--- src/rtl/tl_cntr.sv ---
// tl_cntr: two-road Moore traffic light controller with saturating dwell counter
module tl_cntr #(
    parameter int MIN_GREEN  = 4,
    parameter int YELLOW_CYC = 3
) (
    input  logic       clk,
    input  logic       reset,
    input  logic       ta,
    input  logic       tb,
    output logic [1:0] la,
    output logic [1:0] lb,
    output logic [1:0] state
);
    typedef enum logic [1:0] {S0 = 2'b00, S1 = 2'b01, S2 = 2'b10, S3 = 2'b11} st_t;
    localparam logic [7:0] G_LAST = 8'(MIN_GREEN - 1);
    localparam logic [7:0] Y_LAST = 8'(YELLOW_CYC - 1);
    st_t cur, nxt;
    logic [7:0] cnt;
    assign state = cur;
    // next state: greens wait for the dwell minimum and a quiet own sensor, yellows for the exact dwell
    always_comb begin
        nxt = (cur == S0) ? ((!ta && cnt >= G_LAST) ? S1 : S0) :
              (cur == S1) ? ((cnt == Y_LAST) ? S2 : S1) :
              (cur == S2) ? ((!tb && cnt >= G_LAST) ? S3 : S2) :
                            ((cnt == Y_LAST) ? S0 : S3);
    end
    // state, dwell counter and lamps registered together so lamps are pure decodes of the next state
    always_ff @(posedge clk) begin
        if (reset) begin
            cur <= S0;
            cnt <= 8'd0;
            la  <= 2'b00;
            lb  <= 2'b10;
        end else begin
            cur <= nxt;
            cnt <= (nxt != cur) ? 8'd0 : (cnt == 8'hff) ? cnt : cnt + 8'd1;
            la  <= (nxt == S0) ? 2'b00 : (nxt == S1) ? 2'b01 : 2'b10;
            lb  <= (nxt == S2) ? 2'b00 : (nxt == S3) ? 2'b01 : 2'b10;
        end
    end
endmodule

--- config.mk ---
export PLATFORM = sky130hd
export DESIGN_NAME = tl_cntr
export DESIGN_NICKNAME = d
export VERILOG_FILES = /design/src/rtl/tl_cntr.sv
export SDC_FILE = /design/constraint.sdc
export NUM_CORES = 1
export LEC_CHECK = 0
export ABC_AREA = 1
export BUFFER_PORTS_ARGS = -buffer_cell sky130_fd_sc_hd__buf_2
export CORE_UTILIZATION = 25
export CTS_CLUSTER_DIAMETER = 50
export DETAILED_ROUTE_END_ITERATION = 10
export GPL_TIMING_DRIVEN = 0
export PLACE_DENSITY = 0.49
export SKIP_LAST_GASP = 1
export SLEW_MARGIN = 5
export SYNTH_ARGS = -nofsm -noshare
export SYNTH_HDL_FRONTEND = slang
export SYNTH_SLANG_ARGS = --single-unit
--- constraint.sdc ---
create_clock -name clk -period 1.3 [get_ports clk]
set_input_delay 0.13 -clock clk [delete_from_list [all_inputs] [get_ports clk]]
set_output_delay 0.13 -clock clk [all_outputs]
set_load 0.01 [all_outputs]
==> impl_metrics.json, run 1 <==
{
  "io_buffers": 9,
  "yosysWarnings": 0,
  "final_max_slew_viol_count": 0,
  "min_from": "reset",
  "worstReg2RegStart": "cnt[1]$_SDFFE_PP0P_",
  "avgSynthCellArea_um2": 6.79,
  "intPower_mw": 0.686,
  "drive_above_1_share": 0.288,
  "fin_crit_ns": 1.22,
  "clock_path_buffers": 2,
  "synthesis.nets": 110,
  "die_w_um": 55.1,
  "seqPwrFrac": 0.513,
  "synth.top_cell.area_share": 0.397,
  "drc_errors": 0,
  "dr_total_vias": 617,
  "setup_viol": 0,
  "hold_violations": 0,
  "yosysUniqueCellTypes": 16,
  "dr.first_iter.drc_count": 14,
  "setup.worst_path.class": "register to register",
  "die_area_um2": 3040,
  "cts_sinks": 14,
  "coreArea_um2": 2570,
  "routedWlPerCell_um": 9.11,
  "finalNonFillerCells": 148,
  "layout_commonest_cell": "nand2_1",
  "place_hpwl_mm": 1.02,
  "io_pins": 10,
  "yosysSeqAreaShare": 0.397,
  "final_cell_mix": "nand2_1, nor2_1, inv_1",
  "status": "finished clean",
  "combinationalPowerShare": 0.152,
  "clkSlewWorstSetupHoldPaths_ns": 0.09,
  "finish.utilization": 0.347,
  "ir_drop_mv": 0.749,
  "grt_pass1_vias": 562,
  "dp_cells": 143,
  "critPathRequiredTime_ns": 1.52,
  "p_sw_mw": 0.258,
  "rows": 18,
  "r2r_cells": 9,
  "wl_mm": 1.35,
  "relSlewSlack": 0.796,
  "p_leak_nw": 0.410,
  "antenna_found_initial": 0,
  "fmax_mhz": 821,
  "ant_nets": 0,
  "finalPower_mw": 0.943,
  "start_util": 0.275,
  "endpoint_kind": "register",
  "numCtsBuffers": 3,
  "ys_top_cells_by_area": "dfxtp_1, nand2_1, nor2_1",
  "die_h_um": 55.1,
  "hold_class": "input pin to register",
  "hold_end": "state[1]$_SDFF_PP0_",
  "clkLatencyLatePin_ns": 0.28,
  "rr_endpoint": "cnt[1]$_SDFFE_PP0P_",
  "root_buffer": "clkbuf_4",
  "yosysTopAreaCell": "dfxtp_1",
  "diodes": 0,
  "fin_crit_sh": 0.937,
  "tightest_slew_ns": 0.302,
  "netlist_area_um2": 706,
  "reg2reg_slack_ns": 0.08,
  "grt_overflow": 0,
  "clock_skew_ns": 0.00695,
  "grt.total_usage": 0.107,
  "finalSetupTns_ns": 0,
  "finalNetCount": 125,
  "drt-pass1-iter-count": 4,
  "cts_tree": "yes",
  "powerDensity_nw_per_um2": 1060,
  "rsz0062_at_grt": "yes",
  "grt_pass1_wl_mm": 2.23,
  "syn_inst": 104,
  "cp_max_fo": 6,
  "gp_congestion": 0.764,
  "grt_max_degree": 9,
  "arrival_ns": 1.44,
  "ys_seq_elements": 14,
  "htree_levels": 1,
  "power.clock.fraction": 0.335,
  "startpoint_type": "register",
  "hold_depth": 4,
  "swShare": 0.273,
  "maxCapViolCount": 0,
  "area.growth.synth_to_final_pct": 26.4,
  "cts_hold_buf": 0,
  "fillers": 293,
  "drt-vias-per-instance": 4.17
}
critical path, cell delays in order (launching register included):
cell and delay, ns:
dfxtp_4 0.40, ha_4 0.15, nand2_2 0.09, nor2_4 0.14
nand2_4 0.08, clkinv_4 0.06, nand2_1 0.05, nand2_1 0.06
inv_1 0.05, nor2_2 0.08
metal layers:
metal,track usage,part of all wire,vias to the layer above
li1,-,-,338
met1,0.128,0.49,261
met2,0.171,0.46,16
met3,0.0492,0.039,2
met4,0.0333,0.0082,0
met5,0,0,-
state kept, by name, indices dropped and copies added, names as in the netlist:
register / cells
la: 2
lb: 2
state: 2
cnt: 8
layout make-up:
type                            instances  area [µm²]  area share
Clock buffer                            4        36.3      0.0407
Inverter                               20        80.1      0.0898
Multi-Input combinational cell         70         398       0.446
Sequential cell                        14         288       0.323
Tap cell                               30        37.5      0.0421
Timing Repair Buffer                   10        52.6      0.0589
power by group through the flow:
stage,sequential (mW),combinational [mW],clock (mW)
6_report,0.484,0.143,0.316
5_1_grt,0.489,0.162,0.348
4_1_cts,0.478,0.120,0.332
3_5_place_dp,0.485,0.116,0
3_3_place_gp,0.483,0.111,0
2_1_floorplan,0.481,0.0820,0
cells in the mapped netlist:
cell      number
dfxtp_1       14
o21ai_0        4
nand2_1       24
ha_1           2
xor2_1         2
nand2_4        1
nor3_1         2
nor2_2         5
nand2_2        2
inv_1         18
inv_2          1
clkinv_4       1
nor2_1        21
nand4_1        1
nand3_1        4
nor2_4         2
logic make-up after synthesis:
family / share of synthesized area
buffers and inverters: 0.113
AOI/OAI and AO/OA: 0.0284
DFF: 0.397
adders and majority gates: 0.0355
and+or+nand+nor: 0.401
xor gates and xnor gates: 0.0248
worst max path at each step:
stage          slack, ns  depth (start not counted)                 from             endpoint
2_1_floorplan       0.11                          9  cnt[0]$_SDFFE_PP0P_  cnt[0]$_SDFFE_PP0P_
3_3_place_gp       -0.05                          9  cnt[0]$_SDFFE_PP0P_  cnt[0]$_SDFFE_PP0P_
3_5_place_dp       -0.08                          7  cnt[0]$_SDFFE_PP0P_  cnt[5]$_SDFFE_PP0P_
4_1_cts             0.02                          9  cnt[1]$_SDFFE_PP0P_  cnt[1]$_SDFFE_PP0P_
5_1_grt           -0.005                          8  cnt[1]$_SDFFE_PP0P_  cnt[4]$_SDFFE_PP0P_
6_report            0.08                          9  cnt[1]$_SDFFE_PP0P_  cnt[1]$_SDFFE_PP0P_
timing repair:
| item | in CTS | in global routing |
|---|---|---|
| pin swaps | 0 | 4 |
| setup endpoints to repair | 11 | 14 |
| setup buffers | 0 | 1 |
| resized for setup | 5 | 11 |
metrics by stage:
stage	hold WS, ns	instance area, µm²	worst slack [ns]
final	0.170	892	0.0813
after global routing	0.188	892	-0.00487
after CTS	0.140	837	0.0180
after detailed placement	0.444	788	-0.0822
after global placement	0.438	788	-0.0463
after floorplan	0.316	706	0.108
Power figures use the tool's default switching activity.
==> run 2, diff against run 1 <==
- GPL_TIMING_DRIVEN: 0 -> not set
==> run 2 against run 1 <==
Critical endpoint is now cnt[7]$_SDFFE_PP0P_. Wire length grew 3.0%. Worst setup slack lost 0.017 ns. Combinational power shrank 4%. Maximum frequency shrank 1.4%. Power shrank 11%. Via count shrank 1.5%. Sequential power shrank 1%. Sequential share of layout area grew 0.98 points. Critical path depth shrank 4. Count of clock-buffer cells in the layout shrank 1.
==> impl_metrics.json, run 2 (synthesis gave the netlist of run 1 again) <==
{
  "dr.first_iter.drc_count": 13,
  "clock_skew_ns": 0.00513,
  "critPathSlowestCell": "dfxtp_1",
  "dr_total_vias": 608,
  "arrival_ns": 1.39,
  "grt.total_usage": 0.116,
  "finalNetCount": 126,
  "rsz0062_at_grt": "yes",
  "cts_sinks": 14,
  "setup.worst_path.class": "register to register",
  "clkSlewWorstSetupHoldPaths_ns": 0.08,
  "reg2reg_slack_ns": 0.06,
  "finalSetupTns_ns": 0,
  "grt_pass1_vias": 538,
  "area.growth.synth_to_final_pct": 22.7,
  "critPathRequiredTime_ns": 1.46,
  "hold_violations": 0,
  "die_area_um2": 3040,
  "p_leak_nw": 0.423,
  "fmax_mhz": 809,
  "numCtsBuffers": 3,
  "cp_num_buf_inv": 0,
  "startpoint_type": "register",
  "hold_depth": 4,
  "status": "finished clean",
  "r2r_cells": 5,
  "wl_mm": 1.39,
  "grt_pass1_wl_mm": 2.34,
  "coreArea_um2": 2570,
  "ant_nets": 0,
  "drive_above_1_share": 0.246,
  "tightest_slew_ns": 0.243,
  "die_w_um": 55.1,
  "gp_congestion": 0.812,
  "powerDensity_nw_per_um2": 975,
  "drc_errors": 0,
  "htree_levels": 1,
  "clkLatencyLatePin_ns": 0.27,
  "diodes": 0,
  "start_util": 0.275,
  "clock_path_buffers": 2,
  "routedWlPerCell_um": 9.38,
  "ir_drop_mv": 0.454,
  "crit_top_cell": "nor2_1",
  "endpoint_kind": "register",
  "hold_end": "cnt[1]$_SDFFE_PP0P_",
  "final_max_slew_viol_count": 0,
  "cp_top_family": "flip-flops",
  "layout_commonest_cell": "nand2_1",
  "min_from": "reset",
  "io_buffers": 9,
  "hold_class": "input pin to register",
  "dp_cells": 144,
  "fin_crit_sh": 0.950,
  "largest_reg_flops": 8,
  "fin_crit_ns": 1.24,
  "root_buffer": "clkbuf_4",
  "cts_hold_buf": 0,
  "cp_max_fo": 6,
  "crit_chain": "nand3_1 -> nor2_1 -> nand2_1 -> o21ai_0 -> nor2_1",
  "relSlewSlack": 0.838,
  "io_pins": 10,
  "finalPower_mw": 0.844,
  "grt_overflow": 0,
  "finalNonFillerCells": 148,
  "antenna_found_initial": 0,
  "grt_max_degree": 9,
  "rows": 18,
  "regMostFlops": "cnt",
  "drt-vias-per-instance": 4.11,
  "die_h_um": 55.1,
  "cts_tree": "yes",
  "setup_viol": 0,
  "rr_endpoint": "cnt[7]$_SDFFE_PP0P_",
  "maxCapViolCount": 0,
  "worstReg2RegStart": "cnt[2]$_SDFFE_PP0P_",
  "crit_path_max_incr_delay_ns": 0.46,
  "drt-pass1-iter-count": 4,
  "place_hpwl_mm": 1.04,
  "final_cell_mix": "nand2_1, nor2_1, inv_1"
}
## run 2: area by class of cell
class / count / area [µm²]
fillers: 286 / 1700
multi-input cells: 70 / 378
flip-flops and latches: 14 / 288
inverters: 20 / 80.1
repair buffers: 11 / 60.1
well taps: 30 / 37.5
clock buffers: 3 / 22.5
## run 2: timing repair
action                     CTS  global route
pin swaps                    0             4
buffers inserted             0             1
gates cloned                 0             0
setup endpoints to repair    2             8
gates resized for setup      3             7
## run 2: how the worst max path moves through the flow
stage	startpoint	depth (start not counted)	endpoint	slack (ns)
2_1_floorplan	cnt[0]$_SDFFE_PP0P_	9	cnt[0]$_SDFFE_PP0P_	0.11
3_3_place_gp	cnt[1]$_SDFFE_PP0P_	9	cnt[0]$_SDFFE_PP0P_	-0.01
3_5_place_dp	cnt[1]$_SDFFE_PP0P_	9	cnt[0]$_SDFFE_PP0P_	-0.04
4_1_cts	cnt[1]$_SDFFE_PP0P_	9	cnt[0]$_SDFFE_PP0P_	0.004
5_1_grt	cnt[1]$_SDFFE_PP0P_	9	cnt[0]$_SDFFE_PP0P_	-0.02
6_report	cnt[2]$_SDFFE_PP0P_	5	cnt[7]$_SDFFE_PP0P_	0.06
## run 2: routing by layer
layer / vias up / GRT usage / part of all wire
li1: 335 / - / -
met5: - / 0 / 0
met2: 14 / 0.155 / 0.42
met4: 0 / 0.0750 / 0.014
met1: 255 / 0.159 / 0.53
met3: 4 / 0.0328 / 0.039
## run 2: worst reg2reg max path, cell delays in order, from the launching register on
cell     delay (ns)
dfxtp_1        0.46
nand3_1        0.18
nor2_1         0.13
nand2_1        0.07
o21ai_0        0.22
nor2_1         0.07
## run 2: report_power, final
group / switching [mW] / total, mW / internal (mW) / leakage [nW]
clock: 0.123 / 0.230 / 0.107 / 0.0138
sequential: 0.0241 / 0.477 / 0.453 / 0.115
combinational: 0.0782 / 0.137 / 0.0585 / 0.294
## run 2: stage by stage
stage          instance area, µm²  setup slack, ns  hold WS, ns  utilization
2_1_floorplan                 706            0.108        0.316            -
3_3_place_gp                  796          -0.0126        0.434        0.310
3_5_place_dp                  796          -0.0393        0.452        0.310
4_1_cts                       823          0.00369        0.158        0.321
5_1_grt                       866          -0.0199        0.183        0.337
6_report                      866           0.0646        0.191        0.337
==> run 3, diff against run 2 <==
--- a/config.mk
+++ b/config.mk
@@ -8,3 +8,3 @@
 export ABC_AREA = 1
-export BUFFER_PORTS_ARGS = -buffer_cell sky130_fd_sc_hd__buf_2
+export BUFFER_PORTS_ARGS = -buffer_cell sky130_fd_sc_hd__buf_4
 export CORE_UTILIZATION = 25
==> constraint.sdc (replaced) <==
create_clock -name clk -period 1.3 [get_ports clk]
set_input_delay 0.065 -clock clk [delete_from_list [all_inputs] [get_ports clk]]
set_output_delay 0.065 -clock clk [all_outputs]
set_load 0.01 [all_outputs]
==> run 3 against run 2 <==
First-iteration DRC count down 31%. Via count up 1.5%. Sequential power about the same. Sequential share of layout area down 1.3 points. Clock power up 32%. Largest power group unchanged. Largest cell class unchanged. Highest routed layer unchanged. Critical path depth up 2. Utilization up 1.4 points.
==> impl_metrics.json, run 3 (synthesis gave the netlist of run 1 again) <==
{
  "finalNonFillerCells": 148,
  "finalPower_mw": 0.926,
  "powerDensity_nw_per_um2": 1030,
  "setup.worst_path.class": "register to register",
  "wl_met1_um": 712,
  "die_w_um": 55.1,
  "fin_ws_ns": 0.0925,
  "wl_met2_um": 574,
  "startpoint_type": "register",
  "io_pins": 10,
  "drc_errors": 0,
  "htree_levels": 1,
  "diodes": 0,
  "crit_path_max_incr_delay_ns": 0.37,
  "grt_pass1_vias": 586,
  "regMostFlops": "cnt",
  "critPathRequiredTime_ns": 1.48,
  "fillers": 281,
  "area.growth.synth_to_final_pct": 27.8,
  "numCtsBuffers": 3,
  "drive_above_1_share": 0.263,
  "wl_mm": 1.37,
  "start_util": 0.275,
  "dp_cells": 144,
  "arrival_ns": 1.38,
  "root_buffer": "clkbuf_4",
  "postCtsSetupRepairBufs": 0,
  "layout_commonest_cell": "nand2_1",
  "grt_pass1_wl_mm": 2.39,
  "hold_class": "input pin to register",
  "final_max_slew_viol_count": 0,
  "endpoint_kind": "register",
  "place_ws_ns": -0.0127,
  "ir_drop_mv": 0.528,
  "die_h_um": 55.1,
  "topRoutingLayerUsed": "met4",
  "io_buffers": 9,
  "rows": 18,
  "clock_skew_ns": 0.000524,
  "maxCapViolCount": 0,
  "relSlewSlack": 0.823,
  "p_leak_nw": 0.430,
  "final-seq-area_um2": 288,
  "clkSlewWorstSetupHoldPaths_ns": 0.08,
  "critPathSlowestCell": "dfxtp_4",
  "finalSetupTns_ns": 0,
  "grt_overflow": 0,
  "coreArea_um2": 2570,
  "die_area_um2": 3040,
  "cp_num_buf_inv": 2,
  "dr_total_vias": 617,
  "clkLatencyLatePin_ns": 0.27,
  "grt.total_usage": 0.111,
  "crit_chain": "inv_1 -> ha_1 -> nand3_2 -> nor2_4 -> nor2_1 -> nor2_2 -> inv_2",
  "drt-pass1-iter-count": 4,
  "grt_max_degree": 9,
  "cts_sinks": 14,
  "ant_nets": 0,
  "setup_viol": 0,
  "met3_length_um": 61,
  "cts_tree": "yes",
  "dr.first_iter.drc_count": 9,
  "multi_input_area_um2": 385,
  "gp_congestion": 0.736,
  "tightest_slew_ns": 0.265,
  "finalNetCount": 125,
  "cts_hold_buf": 0,
  "fin_crit_ns": 1.21,
  "routedWlPerCell_um": 9.22,
  "drt-vias-per-instance": 4.17,
  "largest_reg_flops": 8,
  "place_hpwl_mm": 1.04,
  "fmax_mhz": 828,
  "cp_top_family": "simple AND/OR/NAND/NOR gates",
  "antenna_found_initial": 0,
  "cp_max_fo": 4,
  "hold_violations": 0,
  "fin_crit_sh": 0.929,
  "final_cell_mix": "nand2_1, nor2_1, inv_1",
  "clock_path_buffers": 2,
  "status": "finished clean",
  "finish.utilization": 0.351
}
[run 3: repair_timing]
| item | CTS | global route |
|---|---|---|
| resized for setup | 3 | 9 |
| pin swaps | 0 | 2 |
| endpoints found under the setup margin | 8 | 8 |
[run 3: report_power, final]
part           internal (mW)  leakage [nW]  switching, mW
registers              0.453         0.115         0.0263
logic                 0.0633         0.295         0.0807
clock network          0.170        0.0210          0.133
[run 3: metrics by stage]
| step | hold WS, ns | area, µm² |
|---|---|---|
| after CTS | 0.0650 | 860 |
| final | 0.0827 | 902 |
| after global routing | 0.0856 | 902 |
| after detailed placement | 0.371 | 818 |
| after floorplan | 0.251 | 706 |
| after global placement | 0.361 | 818 |
[run 3: worst register-to-register path: cells and delay by family, from the launching register on]
| family | cells | cell delay, ns |
|---|---|---|
| and+or+nand+nor | 4 | 0.46 |
| DFF | 1 | 0.37 |
| buffers and inverters | 2 | 0.10 |
| adders and majority gates | 1 | 0.19 |
[run 3: per-layer routing]
layer	global-route usage	vias to the layer above
met5	0	-
li1	-	337
met4	0.0750	0
met2	0.167	19
met1	0.146	257
met3	0.0164	4
[run 3: layout make-up]
| type | instances | share of cell area |
|---|---|---|
| well taps | 30 | 0.0416 |
| multi-input cells | 70 | 0.427 |
| flip-flops and latches | 14 | 0.319 |
| clock buffers | 4 | 0.0402 |
| repair buffers | 10 | 0.0832 |
| inverters | 20 | 0.0888 |
[run 3: final timing paths]
check / startpoint / to / slack (ns) / depth (start not counted)
hold / removal: reset / state[0]$_SDFF_PP0_ / 0.08 / 4
setup reg to reg: cnt[0]$_SDFFE_PP0P_ / lb[1]$_SDFF_PP1_ / 0.09 / 7
setup / recovery: cnt[0]$_SDFFE_PP0P_ / lb[1]$_SDFF_PP1_ / 0.09 / 7
hold reg to reg: state[1]$_SDFF_PP0_ / lb[0]$_SDFF_PP0_ / 0.52 / 2
